[config.mk]
export PLATFORM = sky130hd
export DESIGN_NAME = mem_port_arbiter
export DESIGN_NICKNAME = d
export VERILOG_FILES = /design/src/rtl/mem_port_arbiter.sv
export SDC_FILE = /design/constraint.sdc
export NUM_CORES = 1
export LEC_CHECK = 0
export CAP_MARGIN = 20
export CORE_ASPECT_RATIO = 1.1
export CORE_UTILIZATION = 40
export CTS_BUF_LIST = sky130_fd_sc_hd__clkbuf_4 sky130_fd_sc_hd__clkbuf_8
export CTS_CLUSTER_SIZE = 8
export DETAILED_ROUTE_END_ITERATION = 12
export PLACE_DENSITY = 0.72
export SLEW_MARGIN = 20
export SYNTH_ARGS = -nofsm -noshare
export SYNTH_HDL_FRONTEND = slang
export SYNTH_SLANG_ARGS = --single-unit
export TNS_END_PERCENT = 5
[constraint.sdc]
create_clock -name clk -period 5.7 [get_ports clk]
set_input_delay 0.855 -clock clk [delete_from_list [all_inputs] [get_ports clk]]
set_output_delay 0.855 -clock clk [all_outputs]
set_load 0.01 [all_outputs]
[src/rtl/mem_port_arbiter.sv]
`default_nettype none
// ============================================================================
// Module   : mem_port_arbiter
// Purpose  : Shares one 16-bit RAM port between the data path and the
//            instruction-cache line refill engine. Data accesses are
//            single-word reads or writes. Cache refills are 4-beat read
//            bursts that cannot be interrupted and are packed into a
//            64-bit line. A per-access timeout aborts a RAM access that
//            gets no acknowledge and sets a sticky error flag.
// Ports    :
//   clk, rst             clock, synchronous active-low reset
//   d_req/d_wri/d_addr/d_wdat  data request, direction, word address, data
//   d_rdat/d_wait/d_done       data read result, wait line, done pulse
//   c_req/c_addr               line refill request and line address
//   c_rdat/c_wait/c_done       filled line, wait line, done pulse
//   ram_addr/ram_wdat          RAM address and write data (registered)
//   ram_we/ram_re              RAM access strobes (registered)
//   ram_rdat/ram_ack           RAM read data and access acknowledge
//   bus_err                    sticky timeout flag
// Revision : 1.0 - initial release
// ============================================================================
module mem_port_arbiter #(
  parameter int unsigned TIMEOUT = 255
) (
  input  logic        clk,
  input  logic        rst,
  // data path requester
  input  logic        d_req,
  input  logic        d_wri,
  input  logic [31:0] d_addr,
  input  logic [15:0] d_wdat,
  output logic [15:0] d_rdat,
  output logic        d_wait,
  output logic        d_done,
  // cache refill requester
  input  logic        c_req,
  input  logic [31:0] c_addr,
  output logic [63:0] c_rdat,
  output logic        c_wait,
  output logic        c_done,
  // RAM port
  output logic [31:0] ram_addr,
  output logic [15:0] ram_wdat,
  output logic        ram_we,
  output logic        ram_re,
  input  logic [15:0] ram_rdat,
  input  logic        ram_ack,
  // status
  output logic        bus_err
);

  typedef enum logic [2:0] {
    IDLE  = 3'd0,
    D_ACC = 3'd1,
    C_ACC = 3'd2,
    C_GAP = 3'd3,
    TURN  = 3'd4
  } state_t;

  // The counter is compared before it increments, so hitting TIMEOUT-1 on
  // an un-acked edge means the strobe has been high for TIMEOUT cycles.
  localparam logic [15:0] TMO_LAST  = 16'(TIMEOUT - 1);
  localparam logic [15:0] FILL_WORD = 16'hFFFF;

  state_t      state;
  logic        last_grant;   // 0 = data served last, 1 = cache served last
  logic [1:0]  beat;         // current refill beat
  logic [15:0] tmo_cnt;

  logic        grant_d;
  logic        grant_c;
  logic        tmo_hit;
  logic        unused_caddr;

  // Tie-break: whoever was not served last wins. The decision only matters
  // in IDLE and is consumed by registers, so no request reaches ram_* in
  // the same cycle.
  assign grant_d = d_req & (~c_req | last_grant);
  assign grant_c = c_req & (~d_req | ~last_grant);

  assign tmo_hit = (tmo_cnt == TMO_LAST);

  assign d_wait = d_req & ~d_done;
  assign c_wait = c_req & ~c_done;

  // Line addresses are always refilled from word 0 of the line.
  assign unused_caddr = ^c_addr[1:0];

  always_ff @(posedge clk) begin
    if (!rst) begin
      state      <= IDLE;
      last_grant <= 1'b1;   // data wins the first tie
      beat       <= 2'd0;
      tmo_cnt    <= 16'd0;
      ram_addr   <= 32'd0;
      ram_wdat   <= 16'd0;
      ram_we     <= 1'b0;
      ram_re     <= 1'b0;
      d_rdat     <= 16'd0;
      c_rdat     <= 64'd0;
      d_done     <= 1'b0;
      c_done     <= 1'b0;
      bus_err    <= 1'b0;
    end else begin
      case (state)
        IDLE: begin
          if (grant_d) begin
            ram_addr   <= d_addr;
            ram_wdat   <= d_wdat;
            ram_we     <= d_wri;
            ram_re     <= ~d_wri;
            tmo_cnt    <= 16'd0;
            last_grant <= 1'b0;
            state      <= D_ACC;
          end else if (grant_c) begin
            ram_addr   <= {c_addr[31:2], 2'b00};
            ram_we     <= 1'b0;
            ram_re     <= 1'b1;
            beat       <= 2'd0;
            tmo_cnt    <= 16'd0;
            last_grant <= 1'b1;
            state      <= C_ACC;
          end
        end

        D_ACC: begin
          // An ack on the timeout edge still completes the access normally.
          if (ram_ack) begin
            ram_we <= 1'b0;
            ram_re <= 1'b0;
            if (ram_re) begin
              d_rdat <= ram_rdat;
            end
            d_done <= 1'b1;
            state  <= TURN;
          end else if (tmo_hit) begin
            ram_we  <= 1'b0;
            ram_re  <= 1'b0;
            if (ram_re) begin
              d_rdat <= FILL_WORD;
            end
            bus_err <= 1'b1;
            d_done  <= 1'b1;
            state   <= TURN;
          end else begin
            tmo_cnt <= tmo_cnt + 16'd1;
          end
        end

        C_ACC: begin
          if (ram_ack) begin
            c_rdat[{beat, 4'b0000} +: 16] <= ram_rdat;
            ram_re <= 1'b0;
            if (beat == 2'd3) begin
              c_done <= 1'b1;
              state  <= TURN;
            end else begin
              beat  <= beat + 2'd1;
              state <= C_GAP;
            end
          end else if (tmo_hit) begin
            // Abandon the rest of the burst; the current beat and every
            // later word of the line read as all ones.
            ram_re  <= 1'b0;
            bus_err <= 1'b1;
            c_done  <= 1'b1;
            state   <= TURN;
            for (int i = 0; i < 4; i++) begin
              if (i >= int'(beat)) begin
                c_rdat[16*i +: 16] <= FILL_WORD;
              end
            end
          end else begin
            tmo_cnt <= tmo_cnt + 16'd1;
          end
        end

        C_GAP: begin
          // beat already points at the next word; the upper address bits
          // were latched at grant and stay put for the whole burst.
          ram_addr[1:0] <= beat;
          ram_re        <= 1'b1;
          tmo_cnt       <= 16'd0;
          state         <= C_ACC;
        end

        TURN: begin
          d_done <= 1'b0;
          c_done <= 1'b0;
          state  <= IDLE;
        end

        default: begin
          ram_we <= 1'b0;
          ram_re <= 1'b0;
          state  <= IDLE;
        end
      endcase
    end
  end

endmodule
`default_nettype wire

==> results of run 1 <==
## worst paths after layout
kind / start / end / slack (ns) / cells after the start
setup / recovery: d_req / d_wait / 2.37 / 3
hold / removal: d_rdat[15] / d_rdat[15] / 0.46 / 2
setup reg to reg: tmo_cnt[11] / c_rdat[48] / 3.06 / 4
hold reg to reg: d_rdat[15] / d_rdat[15] / 0.46 / 2
## state kept, by name (all words and copies together) (netlist names)
signal and flops:
c_done 1, ram_we 1, ram_re 1, c_rdat 64, last_grant 1, beat 2, ram_wdat 16, state 3
d_rdat 16, d_done 1, tmo_cnt 16, bus_err 1, ram_addr 32
## per-layer routing
layer	up-vias	GRT usage [%]	routed length, um
met4	0	10.3	604
met5	-	0	0
li1	3198	-	-
met1	3067	29.1	8940
met2	200	37.7	9960
met3	35	6.77	1300
## cell families after synthesis
| family | count (synthesis) | synth area share, % |
|---|---|---|
| multiplexers | 33 | 4.80 |
| AND/OR/NAND/NOR | 282 | 20.1 |
| AO/OA/AOI/OAI | 211 | 23.4 |
| flip-flops | 155 | 45.1 |
| buffers and inverters | 81 | 5.22 |
| adder cells (fa/ha/maj) | 8 | 1.45 |
## critical path, cell delays in order
cell and delay, ns:
clkdlybuf4s50_1 0.84, nor2b_1 0.20, clkdlybuf4s50_1 0.57
## synthesized netlist by cell type, drive strengths merged, types with 16 or more instances
cell type / instances
nand2: 93
nor2: 69
nand3: 47
dfxtp: 155
o21ai: 27
and2: 19
mux2i: 33
a21o: 16
o211a: 18
clkbuf: 42
o31a: 16
a21oi: 51
o221a: 16
buf: 24
a311oi: 31
## metrics by stage
stage	power (mW)	hold WS (ns)
floorplan	1.60	0.448
global placement	1.92	0.438
detailed placement	1.92	0.445
CTS	2.89	0.457
global route	3.00	0.478
finish	2.87	0.456
## power breakdown
group	switching (mW)	internal, mW
combinational	0.322	0.336
clock	0.437	0.535
sequential	0.0644	1.18
## cell type report
class | instances | area (um2)
fill | 1478 | 6890
multi-input combinational | 534 | 3440
sequential | 155 | 3100
timing repair buffer | 240 | 2380
tap | 229 | 287
clock buffer | 18 | 248
clock inverter | 13 | 214
inverter | 15 | 56.3
## placed cells by master, fill, tap and decap left out, types with 3 or more instances in the layout
master and instances:
clkdlybuf4s50_1 233, dfxtp_1 155, nand2_1 92, nor2_1 68, a21oi_1 50, nand3_1 46, mux2i_1 33, a311oi_1 31
o21ai_0 23, and2_1 18, clkbuf_8 18, o211a_1 17, o31a_1 16, o221a_2 16, a21o_1 16, inv_1 14
o31ai_1 13, or4_1 13, nand4_1 8, ha_1 8, buf_4 6, bufinv_16 5, nor2b_1 4, and4_1 4
o21ai_1 4, and4b_1 3, nor4_1 3, o22ai_1 3, or3_1 3, inv_6 3
==> impl_metrics.env, run 1 <==
export IMPL_synth_seq_cells=155
export IMPL_cts_root_buffer="clkbuf_8"
export IMPL_worst_pin_slew_ns=1.11
export IMPL_drc=0
export IMPL_async_flop_share_pct=0
export IMPL_wirelength_um=20800
export IMPL_path_clk_slew_ns=0.09
export IMPL_ant_nets=0
export IMPL_antenna_found_initial=0
export IMPL_fmax_mhz=301
export IMPL_finalNonFillerCells=1204
export IMPL_irDropWorstVdd_mv=0.153
export IMPL_placed_cell_area_mm2=0.00926
export IMPL_fin_crit_ns=3.33
export IMPL_placedCellCount=1173
export IMPL_yosys_warnings=0
export IMPL_yosysTopAreaCellShare_pct=45.1
export IMPL_synth_ff_type="dfxtp_1"
export IMPL_layout_drive_gt1_share_pct=7.38
export IMPL_postCtsHoldBufs=0
export IMPL_drtIter0Drc=527
export IMPL_hpwlAfterDp_um=14200
export IMPL_dp_slack_ns=2.13
export IMPL_dieArea_mm2=0.0177
export IMPL_track_usage_pct=23.4
export IMPL_grt_max_degree=77
export IMPL_p_leak_nw=3.69
export IMPL_setup_violations=0
export IMPL_clk_path_buf_depth=2
export IMPL_yosysTopAreaCell="dfxtp_1"
export IMPL_status="finished clean"
export IMPL_final_max_slew_viol_count=0
export IMPL_fin_nets=1073
export IMPL_syn_avg_cell_area_um2=8.94
export IMPL_areaGrowthSynthToFinish_pct=41.3
export IMPL_htreeDepth=4
export IMPL_overflow=0
export IMPL_antenna_diode_count=0
export IMPL_setup_slack_ns=2.37
export IMPL_slew_headroom_pct=25.8
export IMPL_fin_crit_sh_pct=58.4
export IMPL_cp_arrival_ns=2.47
export IMPL_via_per_inst=5.40
export IMPL_gp_congestion=0.792
export IMPL_routedWlPerCell_um=17.3
export IMPL_rows=49
export IMPL_ys_types=59
export IMPL_synthTopCellsByArea="dfxtp_1 (45%), nand2_1 (5.1%), mux2i_1 (4.8%)"
export IMPL_cts_setup_buffers=0
export IMPL_cts_resized=0
export IMPL_grt_pass1_wl_um=32400
export IMPL_grt_pass1_vias=5977
export IMPL_portBuffers=234
export IMPL_io_pin_count=237
export IMPL_synth_seq_area_share_pct=45.1
export IMPL_syn_inst=770
export IMPL_fin_util_pct=58.6
export IMPL_setup_tns_ns=0
export IMPL_die_w_um=127
export IMPL_cap_viol_max_count=0
export IMPL_cp_required_ns=4.85
export IMPL_end_kind="output pin"
export IMPL_num_vias=6500
export IMPL_synth_nets=880
export IMPL_synth_edff_count=0
export IMPL_dieHeight_um=140
export IMPL_critPathKind="input port to output pin"
export IMPL_cts_sinks=155
export IMPL_initial_core_util_pct=41.4
export IMPL_clk_latency_ns=0.47
export IMPL_hold_viol_final=0
export IMPL_drt_pass1_iter_count=5
export IMPL_numCtsBuffers=17
export IMPL_hold_class="flip-flop to flip-flop"
export IMPL_cp_max_fo=16
export IMPL_rsz0062_at_grt="false"
export IMPL_startpoint_type="input port"
export IMPL_core_area_mm2=0.0166
export IMPL_skew_ns=0.0140
export IMPL_finish_instance_area_mm2=0.00973
export IMPL_cts_tree="yes"
export IMPL_p_per_area_mw_per_mm2=295
export IMPL_syn_area_mm2=0.00688
No activity file was read; power rests on OpenSTA's default activity.
==> run 2: changes to the inputs <==
PLACE_DENSITY = 0.75   (was 0.72)
clock period = 2.82 ns   (was 5.7 ns; I/O delays follow)
==> impl_metrics.env, run 2 (synthesis results as in run 1) <==
export IMPL_overflow=0
export IMPL_cp_required_ns=2.40
export IMPL_placedCellCount=1189
export IMPL_postCtsHoldBufs=0
export IMPL_cts_resized=0
export IMPL_routedWlPerCell_um=16.6
export IMPL_skew_ns=0.0121
export IMPL_clk_latency_ns=0.45
export IMPL_fmax_mhz=432
export IMPL_path_clk_slew_ns=0.07
export IMPL_clk_path_buf_depth=2
export IMPL_finalNonFillerCells=1220
export IMPL_reg_largest_list="c_rdat (64), ram_addr (32)"
export IMPL_cts_root_buffer="clkbuf_8"
export IMPL_timing_rr_end="c_rdat[16]"
export IMPL_p_per_area_mw_per_mm2=576
export IMPL_fin_crit_ns=2.32
export IMPL_io_pin_count=237
export IMPL_hpwlAfterDp_um=14400
export IMPL_layout_drive_gt1_share_pct=8.58
export IMPL_hold_viol_final=0
export IMPL_rsz0062_at_grt="false"
export IMPL_fin_crit_sh_pct=82.1
export IMPL_cp_max_fo=9
export IMPL_ant_nets=0
export IMPL_drt_pass1_iter_count=5
export IMPL_reg2reg_slack_ns=0.55
export IMPL_grt_pass1_wl_um=32200
export IMPL_hold_class="input port to flip-flop"
export IMPL_p_seq_share_pct=44.4
export IMPL_startpoint_type="input port"
export IMPL_via_per_inst=5.36
export IMPL_intPower_mw=4.05
export IMPL_status="finished clean"
export IMPL_cpPeakStageDelay_ns=0.68
export IMPL_hold_depth=4
export IMPL_initial_core_util_pct=41.4
export IMPL_num_vias=6540
export IMPL_worst_pin_slew_ns=0.784
export IMPL_numCtsBuffers=17
export IMPL_wl_met1_um=8680
export IMPL_cp_num_buf_inv=2
export IMPL_dieArea_mm2=0.0177
export IMPL_cts_setup_buffers=0
export IMPL_wirelength_um=20300
export IMPL_critPathKind="input port to output pin"
export IMPL_hold_end="state[0]"
export IMPL_cp_cell_sequence="clkdlybuf4s50_1 -> nor2b_1 -> clkdlybuf4s50_1"
export IMPL_portBuffers=234
export IMPL_routed_top_layer="met4"
export IMPL_crit_path_top_delay_cell="clkdlybuf4s50_1"
export IMPL_met2_length_um=9760
export IMPL_slew_headroom_pct=47.7
export IMPL_track_usage_pct=22.9
export IMPL_p_sw_share_pct=28.4
export IMPL_fin_nets=1089
export IMPL_cts_sinks=155
export IMPL_wl_met3_um=1220
export IMPL_final_cell_mix="clkdlybuf4s50_1 (233), dfxtp_1 (155), nand2_1 (93)"
export IMPL_irDropWorstVdd_mv=0.329
export IMPL_worstReg2RegStart="beat[0]"
export IMPL_cap_viol_max_count=0
export IMPL_largest_reg_flops=64
export IMPL_hold_start="rst"
export IMPL_drtIter0Drc=466
export IMPL_setup_violations=0
export IMPL_htreeDepth=4
export IMPL_p_leak_nw=3.75
export IMPL_gp_congestion=0.795
export IMPL_final_common_cell="clkdlybuf4s50_1"
export IMPL_die_w_um=127
export IMPL_cp_arrival_ns=1.89
export IMPL_r2r_cells=6
export IMPL_crit_top_cell="clkdlybuf4s50_1"
export IMPL_grt_max_degree=76
export IMPL_dieHeight_um=140
export IMPL_areaGrowthSynthToFinish_pct=42.8
export IMPL_core_area_mm2=0.0166
export IMPL_end_kind="output pin"
export IMPL_largest_register="c_rdat"
export IMPL_crit_family="buffers and inverters"
export IMPL_rows=49
export IMPL_drc=0
export IMPL_power_share_combinational_pct=24.0
export IMPL_p_switching_mw=1.61
export IMPL_clkPwrFrac_pct=31.6
export IMPL_cts_tree="yes"
export IMPL_setup_tns_ns=0
export IMPL_grt_pass1_vias=6127
export IMPL_final_max_slew_viol_count=0
export IMPL_antenna_diode_count=0
export IMPL_antenna_found_initial=0
-- run 2: worst max-delay path by stage --
stage / slack [ns] / endpoint / startpoint / cells after the start
4_1_cts: 0.50 / c_wait / c_req / 3
3_3_place_gp: 0.44 / ram_addr[20] / d_req / 7
5_1_grt: 0.34 / c_rdat[16] / beat[0] / 6
2_1_floorplan: 0.76 / c_rdat[6] / beat[0] / 6
6_report: 0.50 / c_wait / c_req / 3
3_5_place_dp: 0.36 / ram_addr[13] / d_req / 7
-- run 2: cell type report --
cell class / count / area [um2]
clock buffer: 21 / 289
clock inverter: 10 / 139
fill: 1453 / 6780
inverter: 15 / 56.3
multi-input combinational: 534 / 3430
sequential: 155 / 3100
tap: 229 / 287
timing repair buffer: 256 / 2530
-- run 2: worst register-to-register path, stage by stage, from the launching register on --
cell and delay (ns):
dfxtp_1 0.57, inv_1 0.18, ha_1 0.41, and4b_1 0.59
nand2_1 0.13, a21oi_1 0.18, o31a_1 0.15
-- run 2: power by group through the flow --
| stage | clock network, mW | logic (mW) | registers [mW] |
|---|---|---|---|
| finish | 1.79 | 1.36 | 2.51 |
| global route | 1.92 | 1.47 | 2.54 |
| CTS | 1.84 | 1.37 | 2.51 |
| detailed placement | 0 | 1.36 | 2.56 |
| global placement | 0 | 1.35 | 2.55 |
| floorplan | 0 | 0.614 | 2.62 |
-- run 2: routing by layer --
layer	vias up	track usage (%)
li1	3229	-
met1	3078	28.8
met2	193	37.0
met3	40	5.92
met4	0	10.2
met5	-	0
-- run 2: through the flow --
| step | area [um2] | util (%) | hold slack (ns) | setup slack (ns) | power [mW] |
|---|---|---|---|---|---|
| global placement | 9400 | 56.6 | 0.440 | 0.437 | 3.90 |
| CTS | 9830 | 59.2 | 0.430 | 0.498 | 5.71 |
| detailed placement | 9400 | 56.6 | 0.445 | 0.358 | 3.92 |
| finish | 9830 | 59.2 | 0.453 | 0.505 | 5.66 |
| global route | 9830 | 59.2 | 0.457 | 0.341 | 5.93 |
| floorplan | 6880 | - | 0.448 | 0.757 | 3.23 |
